File: src/rtl/pulse_xy_decoder.sv
// Recovers X/Y sample values from pulse-width-encoded streams by counting
// synchronized high cycles over fixed windows aligned to a Pulse_X rising edge.
module pulse_xy_decoder #(
   parameter int unsigned PERIOD_CYCLES = 256,
   parameter int unsigned CNT_W         = 9,
   parameter int unsigned SYNC_TIMEOUT  = 1024
) (
   input  logic             sysclk,
   input  logic             rst_n,
   input  logic             Enable,
   input  logic             Pulse_X,
   input  logic             Pulse_Y,
   output logic [CNT_W-1:0] X_Value,
   output logic [CNT_W-1:0] Y_Value,
   output logic             Sample_Valid,
   output logic             Locked,
   output logic             Stuck_X,
   output logic             Stuck_Y
);

   localparam int unsigned WIN_W = (PERIOD_CYCLES > 1) ? $clog2(PERIOD_CYCLES) : 1;
   localparam int unsigned TMO_W = (SYNC_TIMEOUT > 1) ? $clog2(SYNC_TIMEOUT) : 1;
   localparam logic [WIN_W-1:0] WIN_LAST = WIN_W'(PERIOD_CYCLES - 1);
   localparam logic [TMO_W-1:0] TMO_LAST = TMO_W'(SYNC_TIMEOUT - 1);
   localparam logic [CNT_W-1:0] FULL     = CNT_W'(PERIOD_CYCLES);

   typedef enum logic [1:0] {
      S_IDLE    = 2'd0,
      S_ALIGN   = 2'd1,
      S_MEASURE = 2'd2
   } state_t;

   state_t           state, state_n;
   logic             px_m, px_s, px_d, py_m, py_s;
   logic [TMO_W-1:0] tmo_cnt;
   logic [WIN_W-1:0] win_cnt;
   logic [CNT_W-1:0] acc_x, acc_y;
   logic             aligned;

   logic             x_rise_c;
   logic             acc_en_c;
   logic             strobe_c;
   logic             tmo_en_c;
   logic             start_aligned_c;
   logic             start_unaligned_c;
   logic [CNT_W-1:0] sum_x_c, sum_y_c;

   // Two-flop synchronizers plus one delay stage for X edge detection
   always_ff @(posedge sysclk or negedge rst_n) begin
      if (!rst_n) begin
         px_m <= 1'b0;
         px_s <= 1'b0;
         px_d <= 1'b0;
         py_m <= 1'b0;
         py_s <= 1'b0;
      end else begin
         px_m <= Pulse_X;
         px_s <= px_m;
         px_d <= px_s;
         py_m <= Pulse_Y;
         py_s <= py_m;
      end
   end

   assign x_rise_c = px_s & ~px_d;
   assign sum_x_c  = acc_x + CNT_W'(px_s);
   assign sum_y_c  = acc_y + CNT_W'(py_s);

   always_ff @(posedge sysclk or negedge rst_n) begin
      if (!rst_n) state <= S_IDLE;
      else        state <= state_n;
   end

   always_comb begin
      state_n           = state;
      acc_en_c          = 1'b0;
      strobe_c          = 1'b0;
      tmo_en_c          = 1'b0;
      start_aligned_c   = 1'b0;
      start_unaligned_c = 1'b0;
      case (state)
         S_IDLE: begin
            if (Enable) state_n = S_ALIGN;
         end
         S_ALIGN: begin
            if (!Enable) begin
               state_n = S_IDLE;
            end else if (x_rise_c) begin
               // the edge cycle itself is window cycle 0
               state_n         = S_MEASURE;
               start_aligned_c = 1'b1;
               acc_en_c        = 1'b1;
            end else if (tmo_cnt == TMO_LAST) begin
               state_n           = S_MEASURE;
               start_unaligned_c = 1'b1;
            end else begin
               tmo_en_c = 1'b1;
            end
         end
         S_MEASURE: begin
            acc_en_c = 1'b1;
            // a window completing as Enable drops still reports
            if (win_cnt == WIN_LAST) strobe_c = 1'b1;
            if (!Enable) state_n = S_IDLE;
         end
         default: state_n = S_IDLE;
      endcase
   end

   // Window counters and accumulators; cleared whenever not accumulating
   always_ff @(posedge sysclk or negedge rst_n) begin
      if (!rst_n) begin
         tmo_cnt <= '0;
         win_cnt <= '0;
         acc_x   <= '0;
         acc_y   <= '0;
         aligned <= 1'b0;
      end else begin
         tmo_cnt <= tmo_en_c ? tmo_cnt + TMO_W'(1) : '0;
         if (acc_en_c && !strobe_c && state_n == S_MEASURE) begin
            win_cnt <= win_cnt + WIN_W'(1);
            acc_x   <= sum_x_c;
            acc_y   <= sum_y_c;
         end else begin
            win_cnt <= '0;
            acc_x   <= '0;
            acc_y   <= '0;
         end
         if (start_aligned_c)                                aligned <= 1'b1;
         else if (start_unaligned_c || state_n == S_IDLE)    aligned <= 1'b0;
      end
   end

   always_ff @(posedge sysclk or negedge rst_n) begin
      if (!rst_n) begin
         X_Value      <= '0;
         Y_Value      <= '0;
         Sample_Valid <= 1'b0;
         Locked       <= 1'b0;
         Stuck_X      <= 1'b0;
         Stuck_Y      <= 1'b0;
      end else begin
         Sample_Valid <= strobe_c;
         if (strobe_c) begin
            X_Value <= sum_x_c;
            Y_Value <= sum_y_c;
            Stuck_X <= (sum_x_c == '0) || (sum_x_c == FULL);
            Stuck_Y <= (sum_y_c == '0) || (sum_y_c == FULL);
         end
         if (!Enable)                  Locked <= 1'b0;
         else if (strobe_c && aligned) Locked <= 1'b1;
      end
   end

endmodule

File: config.mk
export PLATFORM = sky130hd
export DESIGN_NAME = pulse_xy_decoder
export DESIGN_NICKNAME = d
export VERILOG_FILES = /design/src/rtl/pulse_xy_decoder.sv
export SDC_FILE = /design/constraint.sdc
export NUM_CORES = 1
export LEC_CHECK = 0
export CORE_AREA = 2 2 94 96
export CTS_CLUSTER_SIZE = 8
export DETAILED_ROUTE_END_ITERATION = 12
export DIE_AREA = 0 0 96 98
export HOLD_SLACK_MARGIN = 0.08
export PLACE_DENSITY = 0.55
export SYNTH_ARGS = -nofsm -noshare
export SYNTH_HDL_FRONTEND = slang
export SYNTH_SLANG_ARGS = --single-unit
File: constraint.sdc
create_clock -name sysclk -period 6.5 [get_ports sysclk]
set_input_delay 0.65 -clock sysclk [delete_from_list [all_inputs] [get_ports sysclk]]
set_output_delay 0.65 -clock sysclk [all_outputs]
set_load 0.02 [all_outputs]
==> out/metrics.yaml <==
outcome: "completed"
p_leak_nw: 1.49
critPathKind: "in -> reg"
cts_buffers: 9
postRouteAntennaNets: 0
synthSimpleGateAreaFrac: 0.176
synth_area_sq_mm: 0.00284
core_sq_mm: 0.00847
grt_pass1_vias: 1898
start_util: 0.336
hold_end: "py_s"
power.density_mw_per_mm2: 246
holdPathStages: 0
final_nets: 312
setup_ws_ps: 3720
worstHoldStart: "py_m"
synth_compound_area_frac: 0.0621
skew_ps: 9.87
fill_cells: 845
synth_top_area_share: 0.581
setup_viol: 0
antenna_found_initial: 0
seqPwrFrac: 0.506
synth_flop_cell: "dfrtp_1"
cts_sinks: 66
period_minus_slack_ps: 2780
netlist_instances: 264
start_kind: "input pin"
grt_pass1_wl_mm: 8.91
dpl.cell_count: 394
max_slew_margin: 0.400
rrSetupSlack_ps: 3880
io_buffers: 26
crit_fanout: 26
synth_seq_cells: 66
dpl_worst_slack_ps: 3340
dr.pass1.iters: 4
switching_share: 0.232
yosysWarnings: 0
ioPinCount: 27
p_int_w: 0.000647
drive_gt1_frac: 0.0960
num_antenna_cells: 0
rsz0062_at_grt: "false"
place.gp.congestion: 0.791
cap_violations: 0
synth_top_cell_by_area: "dfrtp_1"
rr_worst_depth: 7
drc: 0
rows: 34
layoutNonFillerInstCount: 410
fin_crit_sh: 0.427
max_freq_mhz: 360
clkPwrFrac: 0.428
seqCellArea_sq_mm: 0.00165
htreeDepth: 3
p_switching_w: 0.000196
synth_top_family_by_area: "simple AND/OR/NAND/NOR gates"
clkTransAtPathRegs_ps: 70
yosys.area_share.adder: 0.0440
synth_nets: 279
final-hold-violation-count: 0
crit_slowest_cell: "or4b_1"
die_h_um: 98
root_buffer: "clkbuf_8"
worstPathArrival_ps: 3040
totalNegativeSetupSlack_ps: 0
avgSynthCellArea_sq_um: 10.8
area_growth_pct: 20.4
crit_chain: "clkdlybuf4s50_1 -> mux2_2 -> a311oi_2 -> or4b_1 -> nor2_1"
fin_total_pwr_w: 0.000842
cp.required_ps: 6760
final_util: 0.404
synth_xor_area_frac: 0.0863
clk_latency_ps: 340
cp_slowest_stage_delay_ps: 900
drt_iter0_drc: 81
synth_area_leaders: "dfrtp_1, nor2_1, xor2_1, ha_1, xnor2_1"
cts_tree: "yes"
multiInputGateArea_sq_mm: 0.00112
viasPerCell: 4.60
cts-resized-gates: 0
vias: 1887
min_path_type: "reg -> reg"
synthDistinctLibCells: 28
slew_violations: 0
max-vdd-ir-drop_mv: 0.103
grt_max_degree: 67
dp_hpwl_mm: 3.36
die_w_um: 96
synth-seq-area-share: 0.581
grt_use_total: 0.124
power_frac_comb: 0.066
grt_overflow: 0
wl_per_cell_um: 12.5
critPathCaptureType: "register"
die_area_sq_mm: 0.00941
synth.mux.area_fraction: 0.0238
tightest_slew_ps: 900
async_reset_ff_frac: 1.00
r2r_start: "state[1]"
rr_endpoint: "win_cnt[6]"
cts_setup_buffers: 0
ctsHoldBuffers: 0
routed_wl_mm: 5.12
synth_edf_count: 0
clockBufferDepth: 2
## registers in the layout (all words and copies together), names as in the netlist
name	count
Y_Value	9
py_s	1
state	2
px_s	1
X_Value	9
tmo_cnt	10
win_cnt	8
acc_y	9
aligned	1
Stuck_X	1
px_m	1
Locked	1
Sample_Valid	1
px_d	1
Stuck_Y	1
acc_x	9
py_m	1
## stage by stage
stage	hold WS, ps	instance area, sq um
2_1_floorplan	331	2840
3_3_place_gp	336	3210
3_5_place_dp	340	3210
4_1_cts	357	3420
5_1_grt	370	3420
6_report	356	3420
## Yosys cell counts (2+ instances only)
cell type  number
ha_1           10
nand4_1         6
nand2_1        11
o21ai_0         8
a21oi_1        19
xnor2_1        11
inv_1           9
mux2_2          6
clkbuf_1        3
nor2_1         56
nor3_1          2
nand3_1        16
nor2b_1         3
nand2b_1        2
dfrtp_1        66
and3_1          7
xor2_1         17
buf_6           2
## how the worst max path moves through the flow
stage	start	endpoint	slack, ps
after floorplan	state[1]	acc_x[5]	4350
after global placement	Enable	acc_x[0]	3410
after detailed placement	Enable	acc_y[8]	3340
after CTS	Enable	win_cnt[4]	3710
after global routing	Enable	win_cnt[0]	3590
final	Enable	win_cnt[6]	3720
## critical path, delay by kind of cell
family | cells | cell delay [ps]
buf+inv | 1 | 580
compound gates | 1 | 300
mux | 1 | 370
simple gates | 2 | 1130
## layout by cell type (no fill, tap or decap)
| master | netlist | final |
|---|---|---|
| dfrtp_1 | 66 | 66 |
| nor2_1 | 56 | 55 |
| clkdlybuf4s50_1 | 0 | 25 |
| a21oi_1 | 19 | 19 |
| xor2_1 | 17 | 17 |
| nand3_1 | 16 | 16 |
| clkbuf_8 | 0 | 12 |
| nand2_1 | 11 | 11 |
| xnor2_1 | 11 | 11 |
| ha_1 | 10 | 10 |
| inv_1 | 9 | 9 |
| o21ai_0 | 8 | 8 |
| and3_1 | 7 | 7 |
| nand4_1 | 6 | 6 |
| mux2_2 | 6 | 6 |
| nor2b_1 | 3 | 3 |
| nand2b_1 | 2 | 2 |
| nor3_1 | 2 | 2 |
| clkinv_2 | 0 | 2 |
| buf_4 | 1 | 2 |
| and4_1 | 1 | 1 |
| and4_4 | 1 | 1 |
| nand3_2 | 1 | 1 |
| a311oi_2 | 1 | 1 |
| or3_1 | 1 | 1 |
| nor2_2 | 0 | 1 |
| or4b_1 | 1 | 1 |
| o221ai_1 | 1 | 1 |
| o32a_1 | 1 | 1 |
| o31ai_1 | 1 | 1 |
| clkinv_4 | 0 | 1 |
| bufinv_16 | 0 | 1 |
| buf_2 | 0 | 1 |
## power by group through the flow
stage,combinational (W),clock (W),sequential (W)
finish,0.0000555,0.000361,0.000426
global route,0.0000638,0.000393,0.000428
CTS,0.0000568,0.000373,0.000426
detailed placement,0.0000565,0,0.000434
global placement,0.0000563,0,0.000434
floorplan,0.0000363,0,0.000432
## layer usage
| layer | vias to the layer above | wire (um) | global-route usage | part of all wire |
|---|---|---|---|---|
| met5 | - | 0 | 0 | 0 |
| met4 | 0 | 114 | 0.0626 | 0.022 |
| met3 | 9 | 166 | 0.0340 | 0.032 |
| met2 | 24 | 2280 | 0.175 | 0.45 |
| met1 | 894 | 2560 | 0.173 | 0.50 |
| li1 | 960 | - | - | - |
## final cells by class
cell class	instances	share of cell area
Multi-Input combinational cell	183	0.327
Clock buffer	12	0.0483
Clock inverter	4	0.0143
Timing Repair Buffer	28	0.0790
Inverter	9	0.00987
Sequential cell	66	0.483
Tap cell	108	0.0395
## cells by family after synthesis
family	count (synthesis)
flops	66
buf+inv	15
mux	6
compound gates	31
xor+xnor	28
fa+ha+maj	10
simple gates	108
Note: power is estimated with default switching activity, not from simulation.
